<file path="src/rtl/alu_seq_pkg.sv">
// Shared opcode, ALU-encoding and state definitions for alu_op_sequencer.
// Also holds the opcode-to-ALU-control decoder used on command accept.
package alu_seq_pkg;

  localparam logic [3:0] OP_AND   = 4'd0;
  localparam logic [3:0] OP_OR    = 4'd1;
  localparam logic [3:0] OP_XOR   = 4'd2;
  localparam logic [3:0] OP_ADD   = 4'd3;
  localparam logic [3:0] OP_SUB   = 4'd4;
  localparam logic [3:0] OP_SLT   = 4'd5;
  localparam logic [3:0] OP_ADD32 = 4'd6;
  localparam logic [3:0] OP_SUB32 = 4'd7;
  localparam logic [3:0] OP_NOR   = 4'd8;

  localparam logic [2:0] ALU_AND = 3'b000;
  localparam logic [2:0] ALU_OR  = 3'b010;
  localparam logic [2:0] ALU_XOR = 3'b011;
  localparam logic [2:0] ALU_ADD = 3'b100;

  typedef enum logic [1:0] {
    S_IDLE,
    S_EXEC_LO,
    S_EXEC_HI,
    S_DONE
  } state_t;

  typedef struct packed {
    logic [2:0] op;
    logic       cin;
    logic       ainvert;
    logic       bnegate;
    logic       legal;
  } alu_ctl_t;

  // Control lines for the first (or only) ALU pass of an opcode.
  function automatic alu_ctl_t decode_op(input logic [3:0] opc);
    alu_ctl_t c;
    c = '0;
    c.legal = 1'b1;
    case (opc)
      OP_AND: c.op = ALU_AND;
      OP_OR:  c.op = ALU_OR;
      OP_XOR: c.op = ALU_XOR;
      OP_ADD, OP_ADD32: c.op = ALU_ADD;
      OP_SUB, OP_SLT, OP_SUB32: begin
        c.op      = ALU_ADD;
        c.bnegate = 1'b1;
        c.cin     = 1'b1;
      end
      // ~a & ~b is a NOR
      OP_NOR: begin
        c.op      = ALU_AND;
        c.ainvert = 1'b1;
        c.bnegate = 1'b1;
      end
      default: c.legal = 1'b0;
    endcase
    return c;
  endfunction

  function automatic logic is_wide(input logic [3:0] opc);
    return (opc == OP_ADD32) || (opc == OP_SUB32);
  endfunction

  function automatic logic is_arith(input logic [3:0] opc);
    return (opc == OP_ADD) || (opc == OP_SUB) ||
           (opc == OP_ADD32) || (opc == OP_SUB32);
  endfunction

endpackage

</file>
<file path="src/rtl/alu_op_sequencer_if.sv">
// Command/response handshake bundle between a host and alu_op_sequencer.
// master = host side (issues commands), slave = sequencer side.
interface alu_op_sequencer_if;
  logic        in_valid;
  logic        in_ready;
  logic [3:0]  in_op;
  logic [31:0] in_a;
  logic [31:0] in_b;
  logic        out_valid;
  logic        out_ready;
  logic [31:0] out_result;
  logic        out_cout;
  logic        out_zero;
  logic        out_ovf;
  logic        out_illegal;

  modport master (
    output in_valid, in_op, in_a, in_b, out_ready,
    input  in_ready, out_valid, out_result,
    input  out_cout, out_zero, out_ovf, out_illegal
  );

  modport slave (
    input  in_valid, in_op, in_a, in_b, out_ready,
    output in_ready, out_valid, out_result,
    output out_cout, out_zero, out_ovf, out_illegal
  );
endinterface

</file>
<file path="src/rtl/alu_op_sequencer.sv">
// Drives alu_16bit one pass per cycle; chains two passes for 32-bit ops.
// Ports: clk, reset, bus (slave handshake), alu_* drive/return lines.
module alu_op_sequencer
  import alu_seq_pkg::*;
#(
  parameter int W = 16
) (
  input  logic           clk,
  input  logic           reset,
  alu_op_sequencer_if.slave bus,
  output logic [W-1:0]   alu_a,
  output logic [W-1:0]   alu_b,
  output logic           alu_cin,
  output logic           alu_ainvert,
  output logic           alu_bnegate,
  output logic           alu_less,
  output logic [2:0]     alu_op,
  input  logic [W-1:0]   alu_result,
  input  logic           alu_cout
);

  state_t       state;
  logic [3:0]   op_q;
  logic [W-1:0] a_hi;
  logic [W-1:0] b_hi;
  logic [W-1:0] lo_q;
  alu_ctl_t     ctl;
  logic         b_eff_msb;
  logic         pass_ovf;
  logic         slt_bit;

  assign ctl = decode_op(bus.in_op);
  assign alu_less = 1'b0;

  // Overflow of the pass currently on the ALU, from the operands we drive.
  assign b_eff_msb = alu_b[W-1] ^ alu_bnegate;
  assign pass_ovf  = (alu_a[W-1] ~^ b_eff_msb) &
                     (alu_a[W-1] ^ alu_result[W-1]);
  assign slt_bit   = alu_result[W-1] ^ pass_ovf;

  always_ff @(posedge clk or posedge reset) begin
    if (reset) begin
      state           <= S_IDLE;
      op_q            <= '0;
      a_hi            <= '0;
      b_hi            <= '0;
      lo_q            <= '0;
      alu_a           <= '0;
      alu_b           <= '0;
      alu_cin         <= 1'b0;
      alu_ainvert     <= 1'b0;
      alu_bnegate     <= 1'b0;
      alu_op          <= '0;
      bus.in_ready    <= 1'b1;
      bus.out_valid   <= 1'b0;
      bus.out_result  <= '0;
      bus.out_cout    <= 1'b0;
      bus.out_zero    <= 1'b0;
      bus.out_ovf     <= 1'b0;
      bus.out_illegal <= 1'b0;
    end else begin
      unique case (state)
        S_IDLE: begin
          if (bus.in_valid) begin
            op_q         <= bus.in_op;
            a_hi         <= bus.in_a[2*W-1:W];
            b_hi         <= bus.in_b[2*W-1:W];
            bus.in_ready <= 1'b0;
            if (ctl.legal) begin
              alu_a       <= bus.in_a[W-1:0];
              alu_b       <= bus.in_b[W-1:0];
              alu_cin     <= ctl.cin;
              alu_ainvert <= ctl.ainvert;
              alu_bnegate <= ctl.bnegate;
              alu_op      <= ctl.op;
              state       <= S_EXEC_LO;
            end else begin
              bus.out_valid   <= 1'b1;
              bus.out_result  <= '0;
              bus.out_cout    <= 1'b0;
              bus.out_zero    <= 1'b1;
              bus.out_ovf     <= 1'b0;
              bus.out_illegal <= 1'b1;
              state           <= S_DONE;
            end
          end
        end
        S_EXEC_LO: begin
          lo_q <= alu_result;
          if (is_wide(op_q)) begin
            // High pass keeps op/bnegate; carry chains through cin.
            alu_a   <= a_hi;
            alu_b   <= b_hi;
            alu_cin <= alu_cout;
            state   <= S_EXEC_HI;
          end else begin
            alu_a       <= '0;
            alu_b       <= '0;
            alu_cin     <= 1'b0;
            alu_ainvert <= 1'b0;
            alu_bnegate <= 1'b0;
            alu_op      <= '0;
            bus.out_valid   <= 1'b1;
            bus.out_illegal <= 1'b0;
            if (op_q == OP_SLT) begin
              bus.out_result <= {{(2*W-1){1'b0}}, slt_bit};
              bus.out_zero   <= ~slt_bit;
              bus.out_cout   <= 1'b0;
              bus.out_ovf    <= 1'b0;
            end else begin
              bus.out_result <= {{W{1'b0}}, alu_result};
              bus.out_zero   <= (alu_result == '0);
              bus.out_cout   <= is_arith(op_q) & alu_cout;
              bus.out_ovf    <= is_arith(op_q) & pass_ovf;
            end
            state <= S_DONE;
          end
        end
        S_EXEC_HI: begin
          alu_a       <= '0;
          alu_b       <= '0;
          alu_cin     <= 1'b0;
          alu_ainvert <= 1'b0;
          alu_bnegate <= 1'b0;
          alu_op      <= '0;
          bus.out_valid   <= 1'b1;
          bus.out_illegal <= 1'b0;
          bus.out_result  <= {alu_result, lo_q};
          bus.out_zero    <= (alu_result == '0) && (lo_q == '0);
          bus.out_cout    <= alu_cout;
          bus.out_ovf     <= pass_ovf;
          state           <= S_DONE;
        end
        S_DONE: begin
          if (bus.out_ready) begin
            bus.out_valid <= 1'b0;
            bus.in_ready  <= 1'b1;
            state         <= S_IDLE;
          end
        end
        default: state <= S_IDLE;
      endcase
    end
  end

endmodule

</file>
<file path="src/flat_wrapper.sv">
// flat-port wrapper written by rule: the top's interface ports become plain ports
module alu_op_sequencer_flat import alu_seq_pkg::*;
#(
  parameter int W = 16
)
  (clk, reset, alu_a, alu_b, alu_cin, alu_ainvert, alu_bnegate, alu_less, alu_op, alu_result, alu_cout, bus_in_valid, bus_in_op, bus_in_a, bus_in_b, bus_out_ready, bus_in_ready, bus_out_valid, bus_out_result, bus_out_cout, bus_out_zero, bus_out_ovf, bus_out_illegal);
  alu_op_sequencer_if bus_i ();
  input  logic clk;
  input  logic reset;
  output logic [W-1:0] alu_a;
  output logic [W-1:0] alu_b;
  output logic alu_cin;
  output logic alu_ainvert;
  output logic alu_bnegate;
  output logic alu_less;
  output logic [2:0] alu_op;
  input  logic [W-1:0] alu_result;
  input  logic alu_cout;
  input wire logic [$bits(bus_i.in_valid)-1:0] bus_in_valid;
  input wire logic [$bits(bus_i.in_op)-1:0] bus_in_op;
  input wire logic [$bits(bus_i.in_a)-1:0] bus_in_a;
  input wire logic [$bits(bus_i.in_b)-1:0] bus_in_b;
  input wire logic [$bits(bus_i.out_ready)-1:0] bus_out_ready;
  output wire logic [$bits(bus_i.in_ready)-1:0] bus_in_ready;
  output wire logic [$bits(bus_i.out_valid)-1:0] bus_out_valid;
  output wire logic [$bits(bus_i.out_result)-1:0] bus_out_result;
  output wire logic [$bits(bus_i.out_cout)-1:0] bus_out_cout;
  output wire logic [$bits(bus_i.out_zero)-1:0] bus_out_zero;
  output wire logic [$bits(bus_i.out_ovf)-1:0] bus_out_ovf;
  output wire logic [$bits(bus_i.out_illegal)-1:0] bus_out_illegal;
  assign bus_i.in_valid = bus_in_valid;
  assign bus_i.in_op = bus_in_op;
  assign bus_i.in_a = bus_in_a;
  assign bus_i.in_b = bus_in_b;
  assign bus_i.out_ready = bus_out_ready;
  assign bus_in_ready = bus_i.in_ready;
  assign bus_out_valid = bus_i.out_valid;
  assign bus_out_result = bus_i.out_result;
  assign bus_out_cout = bus_i.out_cout;
  assign bus_out_zero = bus_i.out_zero;
  assign bus_out_ovf = bus_i.out_ovf;
  assign bus_out_illegal = bus_i.out_illegal;
  alu_op_sequencer #(.W(W)) u_core (.clk(clk), .reset(reset), .bus(bus_i), .alu_a(alu_a), .alu_b(alu_b), .alu_cin(alu_cin), .alu_ainvert(alu_ainvert), .alu_bnegate(alu_bnegate), .alu_less(alu_less), .alu_op(alu_op), .alu_result(alu_result), .alu_cout(alu_cout));
endmodule
</file>
<file path="config.mk">
export PLATFORM = sky130hd
export DESIGN_NAME = alu_op_sequencer_flat
export DESIGN_NICKNAME = d
export VERILOG_FILES = /design/src/rtl/alu_seq_pkg.sv /design/src/rtl/alu_op_sequencer_if.sv /design/src/rtl/alu_op_sequencer.sv /design/src/flat_wrapper.sv
export SDC_FILE = /design/constraint.sdc
export NUM_CORES = 1
export LEC_CHECK = 0
export ABC_AREA = 1
export BUFFER_PORTS_ARGS = -buffer_cell sky130_fd_sc_hd__buf_2
export CAP_MARGIN = 20
export CORE_MARGIN = 2
export CORE_UTILIZATION = 57
export DETAILED_ROUTE_END_ITERATION = 6
export GPL_ROUTABILITY_DRIVEN = 0
export MAX_ROUTING_LAYER = met4
export PLACE_DENSITY = 0.86
export SYNTH_ARGS = -nofsm -noshare
export SYNTH_HDL_FRONTEND = slang
export SYNTH_SLANG_ARGS = --single-unit
</file>
<file path="constraint.sdc">
create_clock -name clk -period 13.8 [get_ports clk]
set_input_delay 2.76 -clock clk [delete_from_list [all_inputs] [get_ports clk]]
set_output_delay 2.76 -clock clk [all_outputs]
set_load 0.05 [all_outputs]
</file>
==> results.cfg <==
[yosys]
yosysUniqueCellTypes = 36
yosys.area_share.simple_pct = 19.6
synth.ff_latch_count = 130
synth_compound_area_share_pct = 12.8
synth_enable_flop_cells = 0
synth-xor-area-share_pct = 0
synthCells = 647
ys.flop_type = dfrtp_1
synthAdderAreaFrac_pct = 1.03
synth_top_family_by_area = simple AND/OR/NAND/NOR gates
synthArstFlopShare_pct = 100
ys_seq_area_share_pct = 53.6
avgSynthCellArea_sq_um = 9.39
synth-warning-count = 0
synthesis.area_sq_um = 6070
synth_fp_nets = 741
synthMuxAreaShare_pct = 5.93

[cts]
cts_setup_buffers = 0
cts_hold_buf = 0
insertion_delay_ps = 520
cts_tree = built
numClockSinks = 130
cts.path.max_buffers = 2
numCtsBuffers = 17
path_clk_slew_ps = 60
htree_levels = 4
cts_resized = 0
cts_root_buf = clkbuf_8

[layout]
instances_no_fill = 945
num-nets-final = 890
syn_to_final_growth_pct = 22.6
drive_above_1_share_pct = 35.2
fillCellCount = 751
final-seq-area_sq_um = 3250
multi_input_area_sq_um = 2400
diodes = 0

[global_routing]
grt-ovfl-total = 0
grt_usage_pct = 29.0
grt_pass1_wl_um = 25100
grt_pass1_vias = 5299
antenna_found_initial = 0
grt_max_degree = 87

[sta]
relSlewSlack_pct = 27.4
fmax_mhz = 241
skew_ps = 6.09
tns_ps = 0
post-route-min-period_ps = 4150
rsz0062_at_grt = no
tightest_slew_ps = 1090
setup_viol = 0
worst_slack_ps = 9650
period_share_pct = 30.0
slew_violations = 0
finalHoldViolations = 0

[power_and_ir_drop]
vdd_ir_drop_max_mv = 0.169
power_density_nw_per_um2 = 313
clkPwrFrac_pct = 18.9
seqPwrFrac_pct = 29.2
report.power.total_mw = 2.33
power.internal_mw = 1.15
p_leak_nw = 3.71
power_switching_mw = 1.19
p_comb_share_pct = 51.9
power.share.switching_pct = 50.8

[critical_path]
crit_path_end_kind = flop
r2r_slack_ps = 10640
crit_type = in -> reg
cp.required_ps = 14260
crit_top_cell = nand2_2
worst_ep_arrival_time_ps = 4610
cp_num_buf_inv = 4
critPathLaunchType = input port
r2r-end = u_core.bus.out_zero$_DFFE_PP0P_
critPathMaxFanout = 56
crit_family = simple AND/OR/NAND/NOR gates
r2r_cells = 8
timing.rr.start = u_core.state[1]$_DFFE_PP0P_
path_cells = buf_2 -> inv_1 -> nor2_2 -> nand2_2 -> nand2_2 -> nand2_2 -> nand3_4 -> inv_2 -> or2_0 -> nand2_1 -> inv_1
cpMaxStageDelayCell = nand3_4
cp_slowest_stage_delay_ps = 580

[placed_design]
portBuffers = 164
dp_cells = 912
post-place-ws_ps = 9130
dpl.hpwl_um = 10400

[worst_hold_path]
timing.hold.worst_path_depth = 2
holdCritStartpoint = u_core.bus.out_result[8]$_DFFE_PP0P_
holdPathEnd = u_core.bus.out_result[8]$_DFFE_PP0P_
holdCritPathClass = reg -> reg

[drt]
wl_per_cell_um = 16.6
routed_wirelength_um = 15700
dr_total_vias = 5261
drc = 2
drtAntennaViolNets = 0
via_per_inst = 5.57
drtIter0Drc = 463
dr.pass1.iters = 7

[floorplan]
fp.dieH_um = 107
start_util_pct = 58.8
dieArea_sq_um = 11500
core_sq_um = 10300
io_pins = 166
rows = 37
die_w_um = 107

[status]
outcome = finished with violations
violations = design-rule violations

[job]
drv_cap = 0
## power by group through the flow
stage	clock (mW)	sequential, mW	combinational (mW)
6_report	0.442	0.682	1.21
3_3_place_gp	0	0.672	1.15
3_5_place_dp	0	0.681	1.20
2_1_floorplan	0	1.02	0.628
5_1_grt	0.463	0.700	1.30
4_1_cts	0.446	0.679	1.21
## cells in the final DEF (no fill, tap or decap), drive strengths merged, types with 2 or more instances in the layout
cell type  count
dfrtp        129
a21oi         69
inv           44
o21ai         46
nor2          69
mux2          32
buf          168
nand2        130
clkinvlp       6
clkbuf        18
ha             5
nand4          2
o31ai          2
clkinv         3
nor3           2
nand3         61
bufinv         2
o22ai         16
## tightest hold or removal path, cell delays in order (launching register included)
cell,delay [ps]
dfrtp_1,340
nand2_1,50
nand2_1,50
## how the worst max path moves through the flow
stage	startpoint	to	slack (ps)	cells past startpoint
after floorplan	reset	u_core.a_hi[0]$_DFFE_PP0P_	7570	1
after global placement	bus_in_op[3]	u_core.bus.out_zero$_DFFE_PP0P_	9210	11
after detailed placement	bus_in_op[3]	u_core.bus.out_zero$_DFFE_PP0P_	9130	11
after CTS	bus_in_op[3]	u_core.bus.out_zero$_DFFE_PP0P_	9650	11
after global routing	bus_in_op[3]	u_core.bus.out_zero$_DFFE_PP0P_	9480	11
final	bus_in_op[3]	u_core.bus.out_zero$_DFFE_PP0P_	9650	11
## routing by layer
layer	wire length, um	vias to the layer above	global-route usage (%)	part of all wire (%)
met5	0	-	-	0
met4	310	0	11.8	2.0
met3	1260	28	6.20	8.0
met2	7950	262	46.7	51
met1	6200	2525	36.0	39
li1	-	2446	-	-
## synth_stat cells, drive strengths merged (5+ instances only)
master  number  share of area [%]
nand3       61                5.3
clkbuf      14               0.87
buf         24                3.5
o22ai       16                1.6
a21oi       69                5.8
nor2        69                4.9
dfrtp      129                 53
inv         40                2.5
nand2      130                8.9
mux2        32                5.9
ha           5                1.0
o21ai       46                4.8
## state kept, by name, summed over array words and instances (netlist names)
name	count
u_core.bus.out_illegal	1
u_core.bus.in_ready	1
u_core.alu_op	3
u_core.bus.out_result	32
u_core.op_q	4
u_core.bus.out_cout	1
u_core.bus.out_valid	1
u_core.bus.out_ovf	1
u_core.bus.out_zero	1
u_core.alu_ainvert	1
u_core.alu_bnegate	1
u_core.a_hi	16
u_core.alu_cin	1
u_core.alu_b	16
u_core.b_hi	16
u_core.lo_q	16
u_core.alu_a	16
u_core.state	2
## cell type report
cell class,instances,share of cell area [%]
Clock inverter,14,2.07
Tap cell,136,2.28
Inverter,41,2.13
Multi-Input combinational cell,438,32.2
Sequential cell,130,43.7
Clock buffer,18,5.75
Timing Repair Buffer,168,11.9
## metrics by stage
stage	cell area (sq um)	hold WS (ps)	utilization, %
2_1_floorplan	6070	469	-
3_3_place_gp	6820	459	66.0
3_5_place_dp	6840	463	66.2
4_1_cts	7420	480	71.9
5_1_grt	7450	501	72.1
6_report	7450	474	72.1
## cell families (layout without fill, tap and decap cells)
group | Yosys count | in the layout
AND/OR/NAND/NOR | 265 | 265
AO/OA/AOI/OAI | 135 | 135
flip-flops | 130 | 130
buffers and inverters | 79 | 241
multiplexers | 32 | 32
adder cells (fa/ha/maj) | 5 | 5
other | 1 | 1
Note: power is estimated with default switching activity, not from simulation.
